[config.mk]
export PLATFORM = sky130hd
export DESIGN_NAME = binary_to_xs3_seq
export DESIGN_NICKNAME = d
export VERILOG_FILES = /design/src/rtl/binary_to_xs3_seq.sv
export SDC_FILE = /design/constraint.sdc
export NUM_CORES = 1
export LEC_CHECK = 0
export CAP_MARGIN = 10
export CORE_UTILIZATION = 50
export DETAILED_ROUTE_END_ITERATION = 12
export DONT_BUFFER_PORTS = 1
export PLACE_DENSITY = 0.65
export SYNTH_ARGS = -nofsm -noshare
export SYNTH_HDL_FRONTEND = slang
export SYNTH_SLANG_ARGS = --single-unit
[constraint.sdc]
create_clock -name clk -period 2.68 [get_ports clk]
set_input_delay 0.134 -clock clk [delete_from_list [all_inputs] [get_ports clk]]
set_output_delay 0.134 -clock clk [all_outputs]
set_load 0.005 [all_outputs]
[src/rtl/binary_to_xs3_seq.sv]
// Sequential shift-and-add-3 binary-to-decimal converter, one input bit per clock.
// Result is packed BCD or packed excess-3 (selected per conversion), with an exact overflow flag.
module binary_to_xs3_seq #(
  parameter int WIDTH  = 8,
  parameter int DIGITS = 3
) (
  input  logic                  clk,
  input  logic                  rst,
  input  logic                  start,
  input  logic                  mode,
  input  logic [WIDTH-1:0]      bin_in,
  output logic                  busy,
  output logic                  done,
  output logic [4*DIGITS-1:0]   result,
  output logic                  ovf
);

  localparam int CW = $clog2(WIDTH + 1);
  localparam int DW = 4 * DIGITS;

  typedef enum logic [1:0] {IDLE, CONV, FINISH} state_t;

  state_t          state, next_state;
  logic [WIDTH-1:0] shift_q;
  logic [DW-1:0]   digits_q;
  logic [DW-1:0]   adj;
  logic [DW-1:0]   res_next;
  logic [CW-1:0]   cnt;
  logic            sticky;
  logic            mode_q;

  // State register
  always_ff @(posedge clk or posedge rst) begin
    if (rst) state <= IDLE;
    else     state <= next_state;
  end

  // Next-state logic; CONV spends one extra cycle with cnt==0 to form the result
  always_comb begin
    next_state = state;
    unique case (state)
      IDLE:    if (start)      next_state = CONV;
      CONV:    if (cnt == '0)  next_state = FINISH;
      FINISH:                  next_state = IDLE;
      default:                 next_state = IDLE;
    endcase
  end

  // Per-digit add-3 correction applied before each shift
  always_comb begin
    adj = '0;
    for (int unsigned i = 0; i < DIGITS; i++) begin
      if (digits_q[4*i +: 4] >= 4'd5) adj[4*i +: 4] = digits_q[4*i +: 4] + 4'd3;
      else                            adj[4*i +: 4] = digits_q[4*i +: 4];
    end
  end

  // Output formatting: saturated all-ones on overflow, otherwise BCD or excess-3
  always_comb begin
    res_next = '0;
    if (sticky) begin
      res_next = '1;
    end else begin
      for (int unsigned i = 0; i < DIGITS; i++) begin
        if (mode_q) res_next[4*i +: 4] = digits_q[4*i +: 4] + 4'd3;
        else        res_next[4*i +: 4] = digits_q[4*i +: 4];
      end
    end
  end

  // Datapath and registered outputs
  always_ff @(posedge clk or posedge rst) begin
    if (rst) begin
      shift_q  <= '0;
      digits_q <= '0;
      cnt      <= '0;
      sticky   <= 1'b0;
      mode_q   <= 1'b0;
      busy     <= 1'b0;
      done     <= 1'b0;
      result   <= '0;
      ovf      <= 1'b0;
    end else begin
      busy <= (next_state == CONV);
      done <= (next_state == FINISH);
      unique case (state)
        IDLE: begin
          if (start) begin
            shift_q  <= bin_in;
            digits_q <= '0;
            sticky   <= 1'b0;
            mode_q   <= mode;
            cnt      <= CW'(WIDTH);
          end
        end
        CONV: begin
          if (cnt != '0) begin
            digits_q <= {adj[DW-2:0], shift_q[WIDTH-1]};
            shift_q  <= {shift_q[WIDTH-2:0], 1'b0};
            if (adj[DW-1]) sticky <= 1'b1;
            cnt      <= cnt - 1'b1;
          end else begin
            result <= res_next;
            ovf    <= sticky;
          end
        end
        default: ;
      endcase
    end
  end

endmodule

### Word-level counts from Yosys, hierarchy flattened

Cells that the tools add are included.

* add/sub/neg operators: 4
* order comparisons: 3
* equality and inequality tests: 6
* mux-type cells: 23
* bitwise logic cells: 1
* reduce and logical (&&, ||, !) cells: 8

Operators by type and width (number)
* $mux 12: 3
* $mux 4: 8
* $pmux 12 s2: 1
* $mux 8: 2
* $pmux 8 s2: 1
* $add 4x2->4 const B: 3
* $ge 4x3->1 const B: 3
* $pmux 4 s2: 1
* $ne 2x2->1 const B: 3
* $eq 2x1->1 const B: 2
* $logic_not 4->1: 1
* $mux 2: 2
* $pmux 2 s2: 1
* $reduce_and 2->1: 2
* $reduce_and 4->1: 1
* $reduce_bool 4->1: 1
* $sub 4x1->4 const B: 1
* $mux 1: 3
* $reduce_and 3->1: 1
* $eq 2x2->1 const B: 1
* $logic_not 2->1: 1
* $pmux 1 s2: 1
* $reduce_bool 2->1: 1
* $not 1->1: 1

* flip-flop bits (word level): 43
* input bits: 12
* output and inout bits: 15
* logic and storage cells: 55

### Logic depth before layout (Yosys ltp)

* depth in word-level cells: 5
* mapped depth: 8
* gate-level depth less buffers: 6

### Least setup slack after synthesis

OpenSTA, ideal clock, no wires.

* path kind: reg-to-reg
* start: register cnt[0]
* end: register cnt[3]
* library setup time: 0.124 ns
* data arrival time: 1.636 ns
* data required time: 2.556 ns
* path slack: 0.921 ns
* cell stages (with the launch flop): 8
* buffers on the path: 1
* clock period less this slack: 1.759 ns
* path through: dfrtp_1 > inv_1 > ha_1 > nor3b_1 > or2_1 > buf_6 > or4_4 > mux2i_1

* word-level cells in the longest chain between the ends: 3
* elaborated cells between the ends (all ways): 6
* classes of those cells: 1 x add/sub; 1 x eq/ne; 2 x mux; 2 x reduce/logical

RTL lines
* start, declared: RTL line 28 `logic [CW-1:0] cnt;`
* start signal, assigned: RTL line 93 `cnt <= CW'(WIDTH);`
* start signal, assigned: RTL line 101 `cnt <= cnt - 1'b1;`
* $sub 4x1->4 or $reduce_bool 4->1 (tied branches): RTL line 101, 97
* $mux 4 or $ne 2x2->1 (tied branches)
* $pmux 4 s2 or $reduce_and 3->1 (tied branches)

Several ways; a longest one is shown, not always the timed one. The select of a mux whose other input is x is not followed.
A chain may end at the register's enable or synchronous reset.

### Worst setup path in the final report

* start: register cnt[0]
* end: register ovf

* word-level cells in the longest chain between the ends: 3

RTL lines
* $reduce_bool 4->1: RTL line 97 `if (cnt != '0) begin`
* $not 1->1 (no source line)
* $reduce_and 2->1 (no source line)
* end signal, assigned: RTL line 104 `ovf <= sticky;`
* end, declared: RTL line 15 `output logic ovf`

Every way passes these cells.

==> impl_metrics.csv <==
group,metric,value,unit
cts,worstSkewPairLatency,0.29,ns
logic_synthesis,netlist_area,2080,µm²
floorplanning,die_h,66.6,µm
sta,tightest_slew,0.703,ns
logic_synthesis,synth_edf_count,0,
min_path,hold_depth,2,
logic_synthesis,yosysTopAreaCellShare,51.6,%
place,io_buffers,0,
routing,vias,1446,
logic_synthesis,yosysUniqueCellTypes,31,
floorplanning,pin_count,27,
logic_synthesis,yosys.area.top_type,"dfrtp_1",
floorplanning,initial_core_util,52.1,%
routing,detail-route-antenna-nets,0,
critical_path,end_kind,"register",
critical_path,reg2reg_depth,6,
routing,wl_per_cell,14.6,µm
routing,vias_per_cell,5.60,
cts,cts_tree,"built",
routing,drt-initial-drc-count,65,
routing,drt_wl_total,3.77,mm
status,status,"complete, no violations",
global_routing,grt_pass1_wl,6.57,mm
critical_path,path_cells,"inv_1 -> ha_1 -> nor3b_1 -> and3b_1 -> buf_4 -> mux2_2",
logic_synthesis,synthTopCellsByCount,"dfrtp_1 (43), o21ai_0 (20), nor2_1 (17)",
sta,clock.fmax,0.511,GHz
global_routing,grt_use_met1,25.4,%
place,routabilityCongestion,0.831,
critical_path,required,2.86,ns
critical_path,crit_family,"simple AND/OR/NAND/NOR gates",
logic_synthesis,syn-instance-count,205,
sta,rsz0062_at_grt,"no",
critical_path,r2r_start,"cnt[0]$_DFFE_PP0P_",
floorplanning,die_x,66.6,µm
floorplanning,die-area,4430,µm²
critical_path,timing.rr.end,"ovf$_DFFE_PP0P_",
logic_synthesis,yosysSeqAreaShare,51.6,%
logic_synthesis,synth_warnings,0,
global_routing,grt_util_met3,4.62,%
cts,ctsHoldBuffers,3,
cts,root_buffer,"clkbuf_8",
cts,cts_max_level,2,
critical_path,cp-start-kind,"register",
routing,dr.pass1.iters,4,
cts,postCtsSetupBuffers,0,
cells_and_area,drive_gt1_share,5.77,%
cells_and_area,fin_nets,229,
global_routing,grt_usage,20.1,%
logic_synthesis,syn_area_per_cell,10.2,µm²
power_and_ir_drop,p_leak,0.000969,µW
critical_path,cp.arrival,2.13,ns
place,hpwlAfterDp,2.64,mm
global_routing,grtUsageMet2,31.1,%
sta,relSlewSlack,53.1,%
logic_synthesis,async_flop_share,100,%
cts,cts_sinks,43,
job,maxCapViolations,0,
critical_path,slowest_delay,0.40,ns
cells_and_area,antenna_cells,0,
sta,finalSetupViolCount,0,
routing,drc,0,
min_path,hold_start,"bin_in[7]",
sta,fin_skew,0.00342,ns
global_routing,grt_max_degree,44,
floorplanning,core-area,4000,µm²
critical_path,ff2ff_setup_slack,0.72,ns
power_and_ir_drop,power_density,1240,nW/µm²
logic_synthesis,ys.flop_type,"dfrtp_1",
critical_path,worstSetupPathType,"reg2reg",
power_and_ir_drop,ir_drop,0.000560,V
sta,whs,0.0544,ns
sta,finalHoldViolCount,0,
sta,final_max_slew_viol_count,0,
cells_and_area,area_growth,6.96,%
cts,clock_path_buffers,2,
logic_synthesis,ys_seq_elements,43,
global_routing,antenna_found_initial,0,
logic_synthesis,syn_nets,225,
cts,cts_buffers,5,
cts,ctsResizeCount,0,
global_routing,grt-ovfl-total,0,
logic_synthesis,synth.most_common_cell,"dfrtp_1",
min_path,min_to,"shift_q[7]$_DFFE_PP0P_",
global_routing,grt_pass1_vias,1462,
cts,cts.clk_slew.worst_paths,0.07,ns
critical_path,worstPathMaxFanout,26,
floorplanning,row_count,23,
critical_path,crit_buf_inv,2,
global_routing,grt-busiest-layer,"met2",
cells_and_area,n_fill_cell,353,
sta,post-route-min-period,1.96,ns
logic_synthesis,synth_area_leaders,"dfrtp_1 (52%), mux2i_1 (5.3%), ha_1 (4.8%)",
critical_path,cp_slowest_cell,"dfrtp_1",
sta,fin_crit_sh,73.0,%
min_path,hp-class,"in2reg",
sta,setup_tns,0,ns
[metrics by stage]
stage | utilization, % | total power [µW] | area (µm²) | cells | setup WS, ns
finish | 55.7 | 2770 | 2230 | 258 | 0.725
global route | 55.7 | 3030 | 2230 | 258 | 0.456
CTS | 55.7 | 2800 | 2230 | 258 | 0.729
detailed placement | 53.2 | 2420 | 2130 | 249 | 0.748
global placement | 53.2 | 2350 | 2130 | 249 | 0.765
floorplan | - | 2160 | 2080 | 205 | 0.921
[worst max path at each step]
stage | start | endpoint | slack [ns] | cells after the start
2_1_floorplan | cnt[0]$_DFFE_PP0P_ | cnt[3]$_DFFE_PP0P_ | 0.92 | 7
3_3_place_gp | cnt[0]$_DFFE_PP0P_ | ovf$_DFFE_PP0P_ | 0.77 | 6
3_5_place_dp | cnt[0]$_DFFE_PP0P_ | ovf$_DFFE_PP0P_ | 0.75 | 6
4_1_cts | cnt[1]$_DFFE_PP0P_ | digits_q[4]$_DFFE_PP0P_ | 0.73 | 6
5_1_grt | cnt[0]$_DFFE_PP0P_ | digits_q[0]$_DFFE_PP0P_ | 0.46 | 6
6_report | cnt[0]$_DFFE_PP0P_ | ovf$_DFFE_PP0P_ | 0.72 | 6
[cells in the final DEF (no fill, tap or decap), types with 2 or more instances in the layout]
| master | n |
|---|---|
| a21oi_1 | 5 |
| a22o_1 | 4 |
| a31oi_1 | 12 |
| and3b_1 | 2 |
| buf_4 | 4 |
| clkbuf_8 | 5 |
| dfrtp_1 | 43 |
| dlygate4sd3_1 | 3 |
| ha_1 | 8 |
| inv_1 | 13 |
| mux2i_1 | 11 |
| nand2_1 | 16 |
| nand2b_1 | 4 |
| nand3_1 | 3 |
| nor2_1 | 17 |
| nor2b_1 | 2 |
| nor3_1 | 3 |
| nor3b_1 | 3 |
| o21ai_0 | 20 |
| o22ai_1 | 5 |
| o32ai_1 | 2 |
| xnor2_1 | 10 |
| xor2_1 | 4 |
[flip-flops by register name, summed over array words and instances, names as in the netlist]
signal and count:
digits_q 12, result 12, shift_q 8, cnt 4, state 2, busy 1
done 1, mode_q 1, ovf 1, sticky 1
[metal layers]
layer | vias up | part of all wire, %
li1 | 708 | -
met1 | 687 | 49
met2 | 42 | 44
met3 | 9 | 4.6
met4 | 0 | 2.3
met5 | - | 0
[power by group]
group	internal (µW)	leakage [µW]	total (µW)	switching (µW)
registers	925	0.000508	1170	247
clock network	174	0.0000371	369	195
logic	545	0.000424	1230	688
total	1640	0.000969	2770	1130
[layout make-up]
type	instances	area, µm²	share of cell area (%)
multi-input combinational	138	906	40.6
sequential	43	1080	48.3
tap	50	62.6	2.81
inverter	14	52.6	2.36
clock buffer	6	72.6	3.25
timing repair buffer	7	60.1	2.69
[logic make-up (layout without fill, tap and decap cells)]
kind of cell	count (synthesis)	count (layout)	share of synthesized area, %
multiplexers	12	12	5.82
buffers and inverters	24	27	4.92
XOR/XNOR	14	14	5.88
AO/OA/AOI/OAI	50	50	14.4
AND/OR/NAND/NOR	54	54	12.5
adder cells (fa/ha/maj)	8	8	4.80
flip-flops	43	43	51.6
[worst register-to-register path: stages, from the launching register on]
cell and delay (ns):
dfrtp_1 0.40, inv_1 0.09, ha_1 0.13, nor3b_1 0.39
and3b_1 0.22, buf_4 0.25, mux2_2 0.36
(Power assumes the default switching activity.)
